==> config.mk <==
export PLATFORM = sky130hd
export DESIGN_NAME = sa_drain_ctrl_flat
export DESIGN_NICKNAME = d
export VERILOG_FILES = /design/src/rtl/sa_drain_ctrl_if.sv /design/src/rtl/sa_drain_ctrl.sv /design/src/flat_wrapper.sv
export SDC_FILE = /design/constraint.sdc
export NUM_CORES = 1
export LEC_CHECK = 0
export CAP_MARGIN = 20
export CORE_MARGIN = 4
export CORE_UTILIZATION = 34
export DETAILED_ROUTE_END_ITERATION = 12
export PLACE_DENSITY = 0.68
export RECOVER_POWER = 100
export SYNTH_ARGS = -nofsm -noshare
export SYNTH_HDL_FRONTEND = slang
export SYNTH_SLANG_ARGS = --single-unit
==> constraint.sdc <==
create_clock -name clk -period 1.66 [get_ports clk]
set_input_delay 0.415 -clock clk [delete_from_list [all_inputs] [get_ports clk]]
set_output_delay 0.415 -clock clk [all_outputs]
set_load 0.005 [all_outputs]
==> src/rtl/sa_drain_ctrl_if.sv <==
// Handshake and data bundle between the systolic-array drain controller and its environment.
// master = drain controller side, slave = array / result-buffer side.
interface sa_drain_ctrl_if #(
    parameter int Y      = 3,
    parameter int DATA_W = 16,
    parameter int ADDR_W = 4
);
    logic                  cal_done;
    logic [Y*DATA_W-1:0]   south_data;
    logic                  out_ready;
    logic                  err_clr;
    logic                  shift_en;
    logic                  out_wr_en;
    logic [ADDR_W-1:0]     out_addr;
    logic [Y*DATA_W-1:0]   out_data;
    logic                  drain_done;
    logic                  busy;
    logic                  overrun;

    modport master (
        input  cal_done, south_data, out_ready, err_clr,
        output shift_en, out_wr_en, out_addr, out_data, drain_done, busy, overrun
    );

    modport slave (
        output cal_done, south_data, out_ready, err_clr,
        input  shift_en, out_wr_en, out_addr, out_data, drain_done, busy, overrun
    );
endinterface

==> src/rtl/sa_drain_ctrl.sv <==
// Drains X rows of PE results southward out of the systolic array into the result buffer.
// Latency: first row write 2 cycles after cal_done; one row per out_ready cycle.
// Backpressure: out_ready low stalls both the array shift and the write; nothing is dropped.
module sa_drain_ctrl #(
    parameter int X      = 3,
    parameter int Y      = 3,
    parameter int DATA_W = 16,
    parameter int ADDR_W = 4
) (
    input  logic            clk,
    input  logic            sys_rst_n,
    sa_drain_ctrl_if.master io
);
    localparam int               CNT_W    = $clog2(X + 1);
    localparam logic [CNT_W-1:0] LAST_ROW = CNT_W'(X - 1);

    typedef enum logic [0:0] {
        IDLE  = 1'b0,
        DRAIN = 1'b1
    } state_t;

    state_t                state;
    state_t                state_nxt;
    logic [CNT_W-1:0]      row_cnt;
    logic                  last_row;
    logic                  take_row;
    logic                  shift_en_c;
    logic                  ovr_set;

    logic                  out_wr_en_q;
    logic [ADDR_W-1:0]     out_addr_q;
    logic [Y*DATA_W-1:0]   out_data_q;
    logic                  drain_done_q;
    logic                  busy_q;
    logic                  overrun_q;

    assign last_row = (row_cnt == LAST_ROW);
    assign take_row = (state == DRAIN) && io.out_ready;
    // busy is high for the whole drain, including its final cycle, so a
    // cal_done on the returning edge is also flagged.
    assign ovr_set  = io.cal_done && busy_q;

    always_comb begin
        state_nxt  = state;
        shift_en_c = 1'b0;
        case (state)
            IDLE: begin
                if (io.cal_done) begin
                    state_nxt = DRAIN;
                end
            end
            DRAIN: begin
                shift_en_c = io.out_ready;
                if (io.out_ready && last_row) begin
                    state_nxt = IDLE;
                end
            end
            default: state_nxt = IDLE;
        endcase
    end

    always_ff @(posedge clk or negedge sys_rst_n) begin
        if (!sys_rst_n) begin
            state <= IDLE;
        end else begin
            state <= state_nxt;
        end
    end

    always_ff @(posedge clk or negedge sys_rst_n) begin
        if (!sys_rst_n) begin
            row_cnt <= '0;
        end else if ((state == IDLE) && io.cal_done) begin
            row_cnt <= '0;
        end else if (take_row) begin
            // wrap at the last row so the counter never leaves 0..X-1
            row_cnt <= last_row ? '0 : row_cnt + 1'b1;
        end
    end

    always_ff @(posedge clk or negedge sys_rst_n) begin
        if (!sys_rst_n) begin
            out_wr_en_q  <= 1'b0;
            out_addr_q   <= '0;
            out_data_q   <= '0;
            drain_done_q <= 1'b0;
        end else begin
            out_wr_en_q  <= take_row;
            drain_done_q <= take_row && last_row;
            if (take_row) begin
                // bottom PE row leaves the array first, so addresses count down
                out_addr_q <= ADDR_W'(LAST_ROW - row_cnt);
                out_data_q <= io.south_data;
            end
        end
    end

    always_ff @(posedge clk or negedge sys_rst_n) begin
        if (!sys_rst_n) begin
            busy_q <= 1'b0;
        end else begin
            busy_q <= (state_nxt == DRAIN);
        end
    end

    always_ff @(posedge clk or negedge sys_rst_n) begin
        if (!sys_rst_n) begin
            overrun_q <= 1'b0;
        end else if (ovr_set) begin
            overrun_q <= 1'b1;
        end else if (io.err_clr) begin
            overrun_q <= 1'b0;
        end
    end

    assign io.shift_en   = shift_en_c;
    assign io.out_wr_en  = out_wr_en_q;
    assign io.out_addr   = out_addr_q;
    assign io.out_data   = out_data_q;
    assign io.drain_done = drain_done_q;
    assign io.busy       = busy_q;
    assign io.overrun    = overrun_q;
endmodule

==> src/flat_wrapper.sv <==
// flat-port wrapper written by rule: the top's interface ports become plain ports
module sa_drain_ctrl_flat 
#(
    parameter int X      = 3,
    parameter int Y      = 3,
    parameter int DATA_W = 16,
    parameter int ADDR_W = 4
)
  (clk, sys_rst_n, io_cal_done, io_south_data, io_out_ready, io_err_clr, io_shift_en, io_out_wr_en, io_out_addr, io_out_data, io_drain_done, io_busy, io_overrun);
  sa_drain_ctrl_if #(.Y(Y), .DATA_W(DATA_W), .ADDR_W(ADDR_W)) io_i ();
  input  logic clk;
  input  logic sys_rst_n;
  input wire logic [$bits(io_i.cal_done)-1:0] io_cal_done;
  input wire logic [$bits(io_i.south_data)-1:0] io_south_data;
  input wire logic [$bits(io_i.out_ready)-1:0] io_out_ready;
  input wire logic [$bits(io_i.err_clr)-1:0] io_err_clr;
  output wire logic [$bits(io_i.shift_en)-1:0] io_shift_en;
  output wire logic [$bits(io_i.out_wr_en)-1:0] io_out_wr_en;
  output wire logic [$bits(io_i.out_addr)-1:0] io_out_addr;
  output wire logic [$bits(io_i.out_data)-1:0] io_out_data;
  output wire logic [$bits(io_i.drain_done)-1:0] io_drain_done;
  output wire logic [$bits(io_i.busy)-1:0] io_busy;
  output wire logic [$bits(io_i.overrun)-1:0] io_overrun;
  assign io_i.cal_done = io_cal_done;
  assign io_i.south_data = io_south_data;
  assign io_i.out_ready = io_out_ready;
  assign io_i.err_clr = io_err_clr;
  assign io_shift_en = io_i.shift_en;
  assign io_out_wr_en = io_i.out_wr_en;
  assign io_out_addr = io_i.out_addr;
  assign io_out_data = io_i.out_data;
  assign io_drain_done = io_i.drain_done;
  assign io_busy = io_i.busy;
  assign io_overrun = io_i.overrun;
  sa_drain_ctrl #(.X(X), .Y(Y), .DATA_W(DATA_W), .ADDR_W(ADDR_W)) u_core (.clk(clk), .sys_rst_n(sys_rst_n), .io(io_i));
endmodule
Yosys cells after proc, flatten, opt, wreduce, memory -nomap -nowiden:

Cells that the tools add are included.

* register bits after elaboration: 58
* memories kept: 0
* latch bits: 0
* bits in read-only memories: 0
* RAM bits: 0
* output and inout port bits: 57
* input port bits: 53
* logic and storage cells: 27

* multiply operators: 0
* mux-type cells: 9
* bitwise logic cells: 1
* div/mod/pow operators: 0
* eq/ne operators: 1
* $lt $le $gt $ge: 0
* add/subtract/negate cells: 2
* shift-type cells: 0
* reduce and logical (&&, ||, !) cells: 7

Operator list (count)
* 2-bit 2-to-1 mux: 3
* 1-bit logical AND: 5
* 1-bit 2-to-1 mux: 5
* 2-bit nonzero test: 2
* 2-bit by 2-bit subtractor with 3-bit output, first input constant: 1
* 2-bit by 1-bit adder with 2-bit output, second input constant: 1
* 2-bit == test, second input constant: 1
* 1-bit one-hot mux with 2 select lines: 1
* 1-bit NOT: 1

Longest topological paths before layout:

Gate-level depths: netlist of run 1.

* depth after elaboration: 4
* mapped depth: 4
* mapped depth without buffers: 4

Worst setup path after synthesis of run 1:

Ideal clock, no wire load.

* path kind: flip-flop to flip-flop
* from: reg u_core.state
* to: reg u_core.out_data_q[10] (netlist: u_core.io.out_data[10])
* path slack: 0.447 ns
* data arrival time: 1.088 ns
* stages on the path, launching flop included: 5
* required time: 1.535 ns
* setup time: 0.125 ns
* buffers on the path: 1
* clock period less this slack: 1.213 ns
* path through: dfrtp_1 -> nand2_4 -> inv_8 -> buf_12 -> mux2_4

* word-level cells in the longest chain between the ends: 1

RTL lines
* start: declaration: RTL line sa_drain_ctrl.sv:22 `state_t state;`
* start signal: assignment: RTL line sa_drain_ctrl.sv:66 `state <= state_nxt;`
* 1-bit logical AND: RTL line sa_drain_ctrl.sv:38 `assign take_row = (state == DRAIN) && io.out_ready;`
* end signal: assignment: RTL line sa_drain_ctrl.sv:93 `out_data_q <= io.south_data;`
* end: declaration: RTL line sa_drain_ctrl.sv:32 `logic [Y*DATA_W-1:0] out_data_q;`

No other way between the ends.
A chain may end at the register's enable or synchronous reset.

Final worst setup path of run 1:

* from: reg u_core.out_data_q[29] (netlist: u_core.io.out_data[29])
* to: out io_out_data[29]

RTL lines
* end: declaration: RTL line flat_wrapper.sv:20 `output wire logic [$bits(io_i.out_data)-1:0] io_out_data;`

No word-level cell between the ends.

==> impl_results.md, run 1 <==
* Number of I/O port buffers at around 110
* Placed instance count at between 300 and 400
* Buffers plus inverters on the worst setup path at 1
* Result of the run: complete, no violations
* Initial antenna violation count at 0
* Register share of total power at between 40% and 50%
* Cell Rows at 30
* Mean cell area of the mapped netlist at between 15 and 20 um^2
* Die boundary height at ~93 um
* Congestion Overflow GR at 0
* Top flip-flop cell by instance count after synthesis: sky130_fd_sc_hd__dfrtp_1
* Setup TNS at 0 ns
* Yosys top cell by area: sky130_fd_sc_hd__dfrtp_1
* HPWL after detailed placement at a little over 4000 um
* Number of levels the H-tree was split into at 3
* X dimension of the die at between 90 and 100 um
* #FFs+latches synth at 57
* FF+latch area at about 0.0014 mm^2
* Max-slew headroom at between 15 and 20%
* Final clock period utilization by the worst path at ~97%
* Worst skew pair latency at roughly 0.33 ns
* Maximum clock frequency at 621.2 MHz
* Share of final-layout standard cells stronger than drive strength 1 at 12.98%
* Pwr dens at between 1000 and 1500 mW/mm^2
* Yosys warnings at 0
* Remaining design rule violation count at 0
* Root buffer selected by CTS: sky130_fd_sc_hd__clkbuf_8
* Post-detailed-routing wire length at 5432 um
* Required time of the critical path at 1.24 ns
* Seq/Total Area, Yosys at between 50% and 60%
* Gate count after technology mapping at ~130
* Cell area after synthesis at between 0.002 and 0.0025 mm^2
* Min-delay worst type: input pin to asynchronous set/reset pin
* Setup crit start kind: register
* Setup violation total in the final timing report at 0
* Antenna diode instance count at 0
* Clock transition at the register clock pins on the worst setup and hold paths after CTS at ~0.070 ns
* Clock buffers created by TritonCTS at 9
* Slew at the pin closest to its max-slew limit at about 1.2 ns
* Die Outline Area at 0.008603 mm^2
* Fraction of synthesized cell area taken by the top area cell type at just under 60%
* Ordered cell list for the critical path: clkdlybuf4s50_1
* Relative contribution of combinational cells to total power at about a third
* Largest net degree at the start of global routing at 58
* Internal portion of total power at around 0.0037 W
* Vias after detailed routing at ~1500
* Core area at 0.006869 mm^2
* Top post-synthesis cells by area: sky130_fd_sc_hd__dfrtp_1, sky130_fd_sc_hd__mux2_4, sky130_fd_sc_hd__buf_12, sky130_fd_sc_hd__ha_1, sky130_fd_sc_hd__mux2_2
* Hold WS at 0.4408 ns
* Number of unique standard cell types used by synthesis at 15
* Global placement routability congestion at about 0.71
* Vias in the first global route at ~1700
* Post-synth EDFFs at 0
* Arrival time at the worst endpoint at 1.19 ns
* Proportion of total power due to net switching at about a quarter
* Initial core utilization at 35.56%
* Drt via density at a little over 4
* Routed wirelength normalized by instance count at approximately 15 um
* Hold_buf cts at 0
* Switch Pwr at ~0.0013 W
* Area Overhead vs Synth at 48.92%
* Most frequent cells after synthesis: sky130_fd_sc_hd__dfrtp_1, sky130_fd_sc_hd__mux2_4, sky130_fd_sc_hd__buf_12
* Async set or reset register ratio after synthesis at between 90% and 100%
* Synth Net Count at between 150 and 200
* Slowest cell delay on critical path at between 0.5 and 0.6 ns
* Number of top-level pins at between 100 and 150
* Part of the power in the clock network at a little over a quarter
* Iteration-0 DRC count of the detailed router at 6
* Area of the multi-input gates at slightly above 700 um^2
* Clock sink count at 57
* Highest fanout seen on the critical path at 2
* Most numerous cell in the Yosys netlist: sky130_fd_sc_hd__dfrtp_1
* DR pass1 iterations at 3
* Type of the setup path with the least slack: register to primary output
* Wire length of the first global-routing pass at 8583 um
* Kind of end point of the critical path: primary output
* Filler cell count in the final layout at 625
* Skew final at about 0.0068 ns
* Instance area after placement at 0.003626 mm^2
* Buffer levels on the longest clock path at 2
* Register-to-Register Setup Slack at approximately 0.11 ns
* Number of nets with antenna violations after routing at 0
* Unrepaired setup endpoints after global routing: no
* Largest vdd supply drop at around 630 uV
* Minimum clock period at 1.610 ns
* Final non-filler cell total at between 300 and 400
* Number of failing hold endpoints at the final stage at 0
* Number of max-capacitance violations reported at 0
* Max Transition Viols Final at 0
* All-layer global routing usage at around an eighth
* Clock tree from TritonCTS: done
* Critical Path Slowest Stage Cell: sky130_fd_sc_hd__clkdlybuf4s50_1
* Post-route cell area at 0.003637 mm^2
* Top delay family on crit path: buffers and inverters
* P_leak at 1.561 nW
* Number of nets in the finished design at 314
-- stage by stage --
step / setup WS (ns) / power [W] / utilization, %
finish: 0.05030 / 0.005029 / 52.95
global route: 0.006313 / 0.005332 / 52.95
CTS: 0.007183 / 0.005533 / 55.99
floorplan: 0.4466 / 0.003049 / -
global placement: -0.3578 / 0.004105 / 52.79
detailed placement: -0.3570 / 0.004137 / 52.79
-- what timing repair did --
action                                  CTS  global route
resized for setup                         8            12
buffers inserted                          1             1
endpoints found under the setup margin    5            13
-- power by group through the flow --
| stage | clock [W] | combinational (W) | sequential (W) |
|---|---|---|---|
| after global routing | 0.00147 | 0.00178 | 0.00209 |
| after floorplan | 0 | 0.000960 | 0.00209 |
| after global placement | 0 | 0.00204 | 0.00206 |
| final | 0.00136 | 0.00164 | 0.00203 |
| after CTS | 0.00140 | 0.00207 | 0.00206 |
| after detailed placement | 0 | 0.00206 | 0.00207 |
-- routing by layer --
layer / track usage, % / vias up / share of wire, %
met4: 6.960 / 0 / 3.1
met1: 15.20 / 718 / 38
met2: 21.51 / 54 / 51
li1: - / 700 / -
met5: 0 / - / 0
met3: 4.549 / 15 / 7.7
-- placed cells by master, fill, tap and decap left out --
cell type / instances
sky130_fd_sc_hd__o21ai_0: 1
sky130_fd_sc_hd__clkbuf_8: 12
sky130_fd_sc_hd__clkinv_2: 1
sky130_fd_sc_hd__clkdlybuf4s15_1: 1
sky130_fd_sc_hd__bufinv_16: 1
sky130_fd_sc_hd__nand2_1: 1
sky130_fd_sc_hd__clkbuf_4: 1
sky130_fd_sc_hd__nor2_1: 2
sky130_fd_sc_hd__inv_1: 4
sky130_fd_sc_hd__clkdlybuf4s25_1: 12
sky130_fd_sc_hd__mux2_1: 46
sky130_fd_sc_hd__mux2_4: 3
sky130_fd_sc_hd__nand2_4: 1
sky130_fd_sc_hd__mux2i_1: 1
sky130_fd_sc_hd__ha_1: 4
sky130_fd_sc_hd__a22o_1: 2
sky130_fd_sc_hd__clkinvlp_4: 2
sky130_fd_sc_hd__mux2_2: 3
sky130_fd_sc_hd__and3_2: 1
sky130_fd_sc_hd__dlygate4sd2_1: 5
sky130_fd_sc_hd__inv_8: 1
sky130_fd_sc_hd__buf_4: 4
sky130_fd_sc_hd__clkdlybuf4s50_1: 90
sky130_fd_sc_hd__dfrtp_1: 57
sky130_fd_sc_hd__clkbuf_1: 2
sky130_fd_sc_hd__buf_2: 2
sky130_fd_sc_hd__clkbuf_2: 2
-- final timing paths --
check,from,endpoint,cells past startpoint
setup reg to reg,u_core.state,u_core.io.out_data[30],6
min in group clk,u_core.io.out_data[19],u_core.io.out_data[19],1
hold reg to reg,u_core.io.out_data[19],u_core.io.out_data[19],1
hold / removal,sys_rst_n,u_core.io.out_data[27],2
setup / recovery,u_core.io.out_data[29],io_out_data[29],1
max in group asynchronous,sys_rst_n,u_core.io.out_data[19],2
-- cells by family (layout without fill, tap and decap cells) --
logic type	Yosys count	after routing	share of synthesized area [%]
muxes	53	53	31.92
and+or+nand+nor	5	5	1.230
AOI/OAI and AO/OA	3	3	0.9221
adders and majority gates	4	4	2.049
DFF	57	57	58.40
buffers and inverters	11	140	5.482
-- cell type report --
type                       instances  share of cell area (%)
sequential                        57                   39.22
timing repair buffer             119                   31.34
multi-input combinational         65                   19.50
clock buffer                      12                   4.541
tap                               96                   3.302
clock inverter                     4                   1.376
inverter                           5                  0.7224
-- state kept, by name (all words and copies together) (netlist names) --
name,count
u_core.io.out_data,48
u_core.io.out_wr_en,1
u_core.io.out_addr,3
u_core.io.drain_done,1
u_core.state,1
u_core.row_cnt,2
u_core.io.overrun,1
Power figures use the tool's default switching activity.
==> run 2, diff against run 1 <==
CTS_CLUSTER_DIAMETER = 100   (was not set)
==> results of run 2 <==
Same layout as run 1: the final DEF is identical, and so are final timing and power.
